[src/rtl/r5fp_idiv_radix4.sv]
// Radix-4 restoring unsigned divider, responder side of the idiv strobe/done/ready handshake.
// Optional: define R5FP_IDIV_EARLY_OUT_EN to finish in one cycle when N_i < D_i.
module r5fp_idiv_radix4 #(
  parameter int W = 26
) (
  input  logic         clk,
  input  logic         reset,
  input  logic [W-1:0] N_i,
  input  logic [W-1:0] D_i,
  input  logic         strobe_i,
  output logic [W-1:0] Quo_o,
  output logic [W-1:0] Rem_o,
  output logic         done_o,
  output logic         ready_o
);

  localparam int CW = (W > 3) ? $clog2(W / 2) : 1;
  localparam logic [CW-1:0] CNT_INIT = CW'(W / 2 - 1);

  generate
    if ((W % 2) != 0) begin : g_w_odd
      $error("r5fp_idiv_radix4: W must be even");
    end
  endgenerate

  typedef enum logic {IDLE = 1'b0, BUSY = 1'b1} state_t;

  state_t          state_q, state_d;
  logic [W-1:0]    dvd_q, dvd_d;
  logic [W-1:0]    dvs_q, dvs_d;
  logic [W+1:0]    d3_q, d3_d;
  logic [W+1:0]    p_q, p_d;
  logic [W-1:0]    quo_q, quo_d;
  logic [CW-1:0]   cnt_q, cnt_d;
  logic [W-1:0]    quo_out_q, quo_out_d;
  logic [W-1:0]    rem_out_q, rem_out_d;
  logic            done_q, done_d;
  logic            ready_q, ready_d;

  logic [W+1:0]    t_s, d1_s, d2_s, p_nxt_s;
  logic [1:0]      q_s;
  logic [W-1:0]    quo_nxt_s;
  logic            early_s;

`ifdef R5FP_IDIV_EARLY_OUT_EN
  assign early_s = (N_i < D_i);
`else
  assign early_s = 1'b0;
`endif

  // One radix-4 digit: pick the largest multiple of D not exceeding the shifted remainder
  always_comb begin
    t_s  = (p_q << 2) | {{W{1'b0}}, dvd_q[W-1:W-2]};
    d1_s = {2'b00, dvs_q};
    d2_s = {1'b0, dvs_q, 1'b0};
    if (t_s >= d3_q) begin
      q_s     = 2'd3;
      p_nxt_s = t_s - d3_q;
    end else if (t_s >= d2_s) begin
      q_s     = 2'd2;
      p_nxt_s = t_s - d2_s;
    end else if (t_s >= d1_s) begin
      q_s     = 2'd1;
      p_nxt_s = t_s - d1_s;
    end else begin
      q_s     = 2'd0;
      p_nxt_s = t_s;
    end
    quo_nxt_s = (quo_q << 2) | W'(q_s);
  end

  // Handshake FSM and datapath next-state
  always_comb begin
    state_d   = state_q;
    dvd_d     = dvd_q;
    dvs_d     = dvs_q;
    d3_d      = d3_q;
    p_d       = p_q;
    quo_d     = quo_q;
    cnt_d     = cnt_q;
    quo_out_d = quo_out_q;
    rem_out_d = rem_out_q;
    done_d    = 1'b0;
    case (state_q)
      IDLE: begin
        if (strobe_i) begin
          dvd_d = N_i;
          dvs_d = D_i;
          d3_d  = {2'b00, D_i} + {1'b0, D_i, 1'b0};
          p_d   = {(W+2){1'b0}};
          quo_d = {W{1'b0}};
          cnt_d = CNT_INIT;
          if (D_i == {W{1'b0}}) begin
            quo_out_d = {W{1'b1}};
            rem_out_d = N_i;
            done_d    = 1'b1;
          end else if (early_s) begin
            quo_out_d = {W{1'b0}};
            rem_out_d = N_i;
            done_d    = 1'b1;
          end else begin
            state_d = BUSY;
          end
        end else begin
          state_d = IDLE;
        end
      end
      BUSY: begin
        dvd_d = dvd_q << 2;
        p_d   = p_nxt_s;
        quo_d = quo_nxt_s;
        if (cnt_q == {CW{1'b0}}) begin
          // Remainder is below D here, so its top two bits are always zero
          quo_out_d = quo_nxt_s;
          rem_out_d = p_nxt_s[W-1:0];
          done_d    = 1'b1;
          state_d   = IDLE;
        end else begin
          cnt_d = cnt_q - CW'(1);
        end
      end
      default: begin
        state_d = IDLE;
      end
    endcase
    ready_d = (state_d == IDLE);
  end

  // State and output registers
  always_ff @(posedge clk) begin
    if (reset) begin
      state_q   <= IDLE;
      dvd_q     <= {W{1'b0}};
      dvs_q     <= {W{1'b0}};
      d3_q      <= {(W+2){1'b0}};
      p_q       <= {(W+2){1'b0}};
      quo_q     <= {W{1'b0}};
      cnt_q     <= {CW{1'b0}};
      quo_out_q <= {W{1'b0}};
      rem_out_q <= {W{1'b0}};
      done_q    <= 1'b0;
      ready_q   <= 1'b1;
    end else begin
      state_q   <= state_d;
      dvd_q     <= dvd_d;
      dvs_q     <= dvs_d;
      d3_q      <= d3_d;
      p_q       <= p_d;
      quo_q     <= quo_d;
      cnt_q     <= cnt_d;
      quo_out_q <= quo_out_d;
      rem_out_q <= rem_out_d;
      done_q    <= done_d;
      ready_q   <= ready_d;
    end
  end

  assign Quo_o   = quo_out_q;
  assign Rem_o   = rem_out_q;
  assign done_o  = done_q;
  assign ready_o = ready_q;

endmodule

[config.mk]
export PLATFORM = sky130hd
export DESIGN_NAME = r5fp_idiv_radix4
export DESIGN_NICKNAME = d
export VERILOG_FILES = /design/src/rtl/r5fp_idiv_radix4.sv
export SDC_FILE = /design/constraint.sdc
export NUM_CORES = 1
export LEC_CHECK = 0
export ABC_AREA = 1
export CORE_UTILIZATION = 40
export CTS_BUF_LIST = sky130_fd_sc_hd__clkbuf_4
export DETAILED_ROUTE_END_ITERATION = 10
export PLACE_DENSITY = 0.62
export SLEW_MARGIN = 20
export SYNTH_ARGS = -nofsm -noshare
export SYNTH_HDL_FRONTEND = slang
export SYNTH_SLANG_ARGS = --single-unit
[constraint.sdc]
create_clock -name clk -period 5.2 [get_ports clk]
set_input_delay 1.04 -clock clk [delete_from_list [all_inputs] [get_ports clk]]
set_output_delay 1.04 -clock clk [all_outputs]
set_load 0.02 [all_outputs]
==> results of run 1 <==
-- cell usage in the layout (no fill, tap or decap), drive strengths merged, types with 2 or more instances in the layout --
cell type	Yosys	layout
buf	18	16
o211ai	10	10
nand3b	9	9
inv	350	357
a31o	3	3
o21bai	16	16
clkbuf	60	17
nor2	160	160
nor3	25	25
xor2	27	27
ha	120	120
o221ai	5	5
o22ai	2	2
a21o	7	7
or2	9	9
a211oi	3	3
xnor2	30	30
a31oi	3	3
nand3	138	138
and2	3	3
o21ai	209	209
and3	2	2
a21boi	3	3
dfxtp	188	188
nand4	29	29
o21a	4	4
clkinv	1	8
nand2	586	586
fa	4	4
clkdlybuf4s50	0	107
a21oi	289	289
nor4	3	3
a22oi	3	3
-- kinds of logic after synthesis --
kind of cell	Yosys count	share of synthesized area [%]
adders and majority gates	124	10.8
xor gates and xnor gates	57	3.41
DFF	188	25.7
buffers and inverters	429	11.6
and+or+nand+nor	966	28.0
AOI/OAI and AO/OA	558	20.4
-- worst max-delay path: stages (launching register included) --
cell and delay [ns]:
dfxtp_1 0.71, ha_1 0.37, nand2_1 0.15, inv_1 0.05
a21oi_1 0.37, nand3_2 0.17, nand2_1 0.12, nand3_2 0.37
inv_2 0.51, nand3_1 0.19, nand2_1 0.23, nand2_1 0.08
nand2_1 0.13, a21oi_1 0.08
-- registers in the layout, summed over array words and instances (netlist names) --
| name | cells |
|---|---|
| d3_q | 27 |
| Quo_o | 26 |
| Rem_o | 26 |
| dvd_q | 26 |
| dvs_q | 26 |
| p_q | 26 |
| quo_q | 24 |
| cnt_q | 4 |
| done_o | 1 |
| ready_o | 1 |
| state_q | 1 |
-- stage by stage --
stage          power, W  instances  instance area (um^2)
2_1_floorplan   0.00695       2322                 14600
3_3_place_gp    0.00911       2828                 16000
3_5_place_dp    0.00911       2828                 16000
4_1_cts          0.0100       2860                 16400
5_1_grt          0.0110       2861                 16400
6_report         0.0102       2861                 16400
-- layer usage --
metal / global-route usage, % / wire length, um
met2: 48.5 / 25000
met5: 0 / 0
met3: 4.25 / 3250
met1: 37.1 / 23800
met4: 11.6 / 2090
-- cell type report --
class / instances / share of cell area (%)
diodes: 1 / 0.0153
well taps: 461 / 3.53
flip-flops and latches: 188 / 23.0
clock buffers: 17 / 0.780
clock inverters: 15 / 1.18
inverters: 351 / 8.09
repair buffers: 123 / 7.27
multi-input cells: 1705 / 56.1
-- final timing paths --
| check | end | slack (ns) | start |
|---|---|---|---|
| worst min-delay path | cnt_q[0]$_SDFFE_PP0P_ | 0.46 | cnt_q[0]$_SDFFE_PP0P_ |
| worst min register to register | cnt_q[0]$_SDFFE_PP0P_ | 0.46 | cnt_q[0]$_SDFFE_PP0P_ |
| worst max register to register | p_q[15]$_SDFFE_PP0P_ | 1.53 | p_q[9]$_SDFFE_PP0P_ |
| worst max-delay path | p_q[15]$_SDFFE_PP0P_ | 1.53 | p_q[9]$_SDFFE_PP0P_ |
-- power by group through the flow --
| stage | logic (W) | clock network, W | registers, W |
|---|---|---|---|
| after CTS | 0.00717 | 0.000906 | 0.00193 |
| final | 0.00733 | 0.000882 | 0.00195 |
| after floorplan | 0.00511 | 0 | 0.00184 |
| after global routing | 0.00805 | 0.000960 | 0.00195 |
| after global placement | 0.00715 | 0 | 0.00197 |
| after detailed placement | 0.00714 | 0 | 0.00196 |
==> reports/summary.txt, run 1 <==
Iteration-0 DRC Markers -> 1136
Commonest cells in the netlist -> nand2_1, inv_1, a21oi_1, dfxtp_1, o21ai_0
# IOs -> 109
Residual DRC -> 0
RSZ-0062 raised after global routing -> no
Sequential share of the synthesized area -> 25.7%
Element type at the critical path end -> flop
Req. time, crit path -> 5.67 ns
Ranking of synthesized cells by area -> dfxtp_1, nand2_1, ha_1
Cells after Synth -> 2322
Final Skew -> 0.0440 ns
Vias/cell -> 5.34
Fin crit share -> 70.6%
Vias -> 15277
First-pass GRT wire length -> 83.4 mm
Yosys reg bits -> 188
Syn_nets -> 2501
Hold Violations, Final -> 0
Die H -> 193 um
Status -> complete, no violations
Slew HR -> 33.8%
Leakage power -> 8.24 nW
Total CTS buffers -> 17
Post-DRT Antenna Nets -> 0
CP Max Fanout -> 22
Pins Over Slew Limit -> 0
Nets -> 2565
Synth area leader -> dfxtp_1
Netlist cell types -> 55
Grt ovf -> 0
Resized Gates After CTS -> 0
Sw frac -> 59.1%
Worst slew pin tran -> 0.991 ns
Core area -> 35700 um^2
Mapped Area -> 14600 um^2
Sw Pwr -> 0.00601 W
Final setup viols -> 0
Final TNS setup -> 0 ns
DP Wirelength -> 43.2 mm
Most common cell in the synthesized netlist -> nand2_1
Fmax achieved -> 0.272 GHz
Max VDD drop -> 0.258 mV
DIE AREA -> 37300 um^2
Reg area -> 3760 um^2
Final hold slack -> 0.465 ns
Startpoint Class -> flop
Post-CTS Repair Setup Buffers -> 0
GRT Resource Usage Total -> 28.9%
Routed wire length per instance -> 18.9 um
Syn-to-layout area delta -> 11.8%
DRT Pass-1 Iters -> 6
GPL Wtd Cong -> 0.983
Final WL -> 54.1 mm
Clk pwr share -> 8.7%
Vias in the first global route -> 14590
Pre-CTS setup slack -> 1.35 ns
Area of the multi-input gates -> 9180 um^2
Total internal power -> 0.00415 W
Post-synth EDFFs -> 0
Yosys warns -> 0
Min-Delay Path Class -> reg2reg
Initial antenna violation count -> 1
Worst skew pair latency -> 0.63 ns
Combinational share of power -> 72.2%
Worst Path Arrival -> 4.14 ns
H-tree level count -> 4
Die span in x -> 193 um
Worst-case clock buffer depth -> 2
Power per cell area -> 621 nW/um^2
Post-synth top flop -> dfxtp_1
Root Driver -> clkbuf_4
TritonCTS Sinks -> 188
Clock transition at path regs -> 0.16 ns
Asr flop ratio synth -> 0%
Worst reg2reg path depth -> 13
Largest net degree at the start of global routing -> 73
Max cap viols -> 0
Final Util -> 45.8%
Ratio of cells with drive above 1 in the final layout -> 4.21%
Syn Area/Cell -> 6.30 um^2
Post-synth top area share -> 25.7%
Rows -> 69
Initial Util -> 40.9%
Reg power frac -> 19.2%
FILL cells -> 3879
Port bufs -> 108
Setup CP Type -> reg2reg
Hold Crit Depth -> 1
Hold-fix buffers, CTS -> 0
CTS tree -> yes
Final worst slack -> 1.53 ns
Min Tclk post-route -> 3.67 ns
(Power assumes the default switching activity.)
==> run 2, diff against run 1 <==
==> constraint.sdc (replaced) <==
create_clock -name clk -period 3.7 [get_ports clk]
set_input_delay 0.74 -clock clk [delete_from_list [all_inputs] [get_ports clk]]
set_output_delay 0.74 -clock clk [all_outputs]
set_load 0.02 [all_outputs]
==> run 2 against run 1 <==
  * Fmax is 13% higher
  * Worst hold slack better by 0.00066 ns
  * Sequential share of layout area is 0.30 points lower
  * Clock power is 39% higher
  * Global-route usage is 0.26 points lower
  * Largest cell class unchanged
  * Largest power group unchanged
  * Highest routed layer is now met5
==> reports/summary.txt, run 2 (same netlist as run 1, synthesis figures left out) <==
Slowest stage delay, CP -> 0.63 ns (was 0.71 ns)
Routed wire length per instance -> 18.7 um (was 18.9 um)
Die H -> 193 um (unchanged)
Power per cell area -> 873 nW/um^2 (was 621 nW/um^2)
Total power draw -> 0.0145 W (was 0.0102 W)
Total CTS buffers -> 17 (unchanged)
Sw frac -> 58.6% (was 59.1%)
Pins Over Slew Limit -> 0 (unchanged)
Iteration-0 DRC Markers -> 1204 (was 1136)
Max cap viols -> 0 (unchanged)
GRT Resource Usage Total -> 28.6% (was 28.9%)
Final Skew -> 0.0335 ns (was 0.0440 ns)
Vias -> 15387 (was 15277)
DRT Pass-1 Iters -> 5 (was 6)
Total internal power -> 0.00600 W (was 0.00415 W)
Max VDD drop -> 0.367 mV (was 0.258 mV)
Worst skew pair latency -> 0.62 ns (was 0.63 ns)
Ratio of cells with drive above 1 in the final layout -> 5.32% (was 4.21%)
Sw Pwr -> 0.00848 W (was 0.00601 W)
Setup CP Type -> reg2reg (unchanged)
DIE AREA -> 37300 um^2 (unchanged)
Hold Violations, Final -> 0 (unchanged)
TritonCTS Sinks -> 188 (unchanged)
Die span in x -> 193 um (unchanged)
Final std cells w/o fill -> 2888 (was 2861)
Final hold slack -> 0.466 ns (was 0.465 ns)
Crit path top cell by count -> nand2_1 (unchanged)
Min Tclk post-route -> 3.26 ns (was 3.67 ns)
Port bufs -> 108 (unchanged)
Final setup viols -> 0 (unchanged)
Slowest-stage cell, CP -> dfxtp_1 (unchanged)
Grt ovf -> 0 (unchanged)
Vias in the first global route -> 14571 (was 14590)
Startpoint Class -> flop (unchanged)
Critical Path, Cell by Cell -> buf_4, ha_1, nand2_1, inv_1, a21oi_1, nand3_2, nand2_1, nand3_2, inv_2, nand3_1, nand2_1, nand2_1, nand2_1, nand2_1, a21oi_1 (was ha_1, nand2_1, inv_1, a21oi_1, nand3_2, nand2_1, nand3_2, inv_2, nand3_1, nand2_1, nand2_1, nand2_1, a21oi_1)
Min-Delay Path Class -> reg2reg (unchanged)
Combinational share of power -> 72.9% (was 72.2%)
# IOs -> 109 (unchanged)
DP Wirelength -> 43.8 mm (was 43.2 mm)
Clock transition at path regs -> 0.19 ns (was 0.16 ns)
Post-CTS Repair Setup Buffers -> 0 (unchanged)
First-pass GRT wire length -> 82.6 mm (was 83.4 mm)
Initial antenna violation count -> 3 (was 1)
H-tree level count -> 4 (unchanged)
Element type at the critical path end -> flop (unchanged)
Largest net degree at the start of global routing -> 73 (unchanged)
Final WL -> 54.1 mm (about the same)
Final TNS setup -> 0 ns (unchanged)
Most frequent cells in the layout -> nand2_1, inv_1, a21oi_1, dfxtp_1, o21ai_0 (unchanged)
Fmax achieved -> 0.307 GHz (was 0.272 GHz)
Syn-to-layout area delta -> 13.3% (was 11.8%)
Initial Util -> 40.9% (unchanged)
Req. time, crit path -> 4.25 ns (was 5.67 ns)
Nets -> 2592 (was 2565)
Status -> complete, no violations (unchanged)
CTS tree -> yes (unchanged)
Clk pwr share -> 8.5% (was 8.7%)
Root Driver -> clkbuf_4 (unchanged)
RSZ-0062 raised after global routing -> no (unchanged)
Most common cell after layout, fill and taps aside -> nand2_1 (unchanged)
Rows -> 69 (unchanged)
Resized Gates After CTS -> 0 (unchanged)
Core area -> 35700 um^2 (unchanged)
Slew HR -> 33.7% (was 33.8%)
Worst-case clock buffer depth -> 2 (unchanged)
Reg power frac -> 18.6% (was 19.2%)
Largest register FFs -> 27 (unchanged)
Hold-fix buffers, CTS -> 0 (unchanged)
Post-DRT Antenna Nets -> 0 (unchanged)
GPL Wtd Cong -> 1.03 (was 0.983)
Vias/cell -> 5.33 (was 5.34)
Largest register by flop count -> d3_q (unchanged)
Worst Path Arrival -> 3.81 ns (was 4.14 ns)
Fin crit share -> 88.1% (was 70.6%)
Placed insts -> 2855 (was 2828)
Residual DRC -> 0 (unchanged)
Worst slew pin tran -> 0.994 ns (was 0.991 ns)
Leakage power -> 8.39 nW (was 8.24 nW)
CP Max Fanout -> 22 (unchanged)
## run 2: changes by cell type in the layout (fill, tap and decap cells not counted), sizes merged
cell	delta
inv	+1
clkinvlp	+1
clkinv	-2
buf	+27
## run 2: worst max-delay path, delay by kind of cell (launching register included)
| kind | cells | cell delay [ns] |
|---|---|---|
| AO/OA/AOI/OAI | 2 | 0.45 |
| adder cells (fa/ha/maj) | 1 | 0.25 |
| buffers and inverters | 3 | 0.64 |
| flip-flops | 1 | 0.63 |
| AND/OR/NAND/NOR | 9 | 1.22 |
## run 2: through the flow
stage               setup slack [ns]  util [%]  area, um^2
floorplan                       1.14         -       14600
global placement               0.360      45.5       16200
finish                         0.439      46.4       16600
detailed placement             0.374      45.5       16200
global route                   0.247      46.4       16600
CTS                            0.494      46.3       16600
## run 2: power by group through the flow
stage | sequential [W] | combinational (W) | clock, W
2_1_floorplan | 0.00258 | 0.00718 | 0
3_3_place_gp | 0.00272 | 0.0102 | 0
3_5_place_dp | 0.00272 | 0.0102 | 0
4_1_cts | 0.00267 | 0.0103 | 0.00127
5_1_grt | 0.00270 | 0.0115 | 0.00135
6_report | 0.00269 | 0.0106 | 0.00123
## run 2: final timing paths
| check | startpoint | endpoint | slack [ns] | cells after the start |
|---|---|---|---|---|
| hold / removal | cnt_q[0]$_SDFFE_PP0P_ | cnt_q[0]$_SDFFE_PP0P_ | 0.47 | 1 |
| hold reg to reg | cnt_q[0]$_SDFFE_PP0P_ | cnt_q[0]$_SDFFE_PP0P_ | 0.47 | 1 |
| setup / recovery | p_q[9]$_SDFFE_PP0P_ | Rem_o[23]$_SDFFE_PP0P_ | 0.44 | 15 |
| setup reg to reg | p_q[9]$_SDFFE_PP0P_ | Rem_o[23]$_SDFFE_PP0P_ | 0.44 | 15 |
## run 2: cell type report
type,count,area [um^2]
clock inverter,15,190
antenna,1,2.50
timing repair buffer,150,1400
fill,3879,19200
tap,461,577
sequential,188,3760
clock buffer,17,128
multi-input combinational,1705,9180
inverter,351,1320
## run 2: layer usage
| metal | GRT usage (%) | share of wire [%] | vias to the layer above |
|---|---|---|---|
| li1 | - | - | 7744 |
| met2 | 47.5 | 46 | 465 |
| met4 | 12.2 | 4.1 | 2 |
| met5 | 0 | 0.033 | - |
| met1 | 35.8 | 44 | 7080 |
| met3 | 6.05 | 6.8 | 96 |
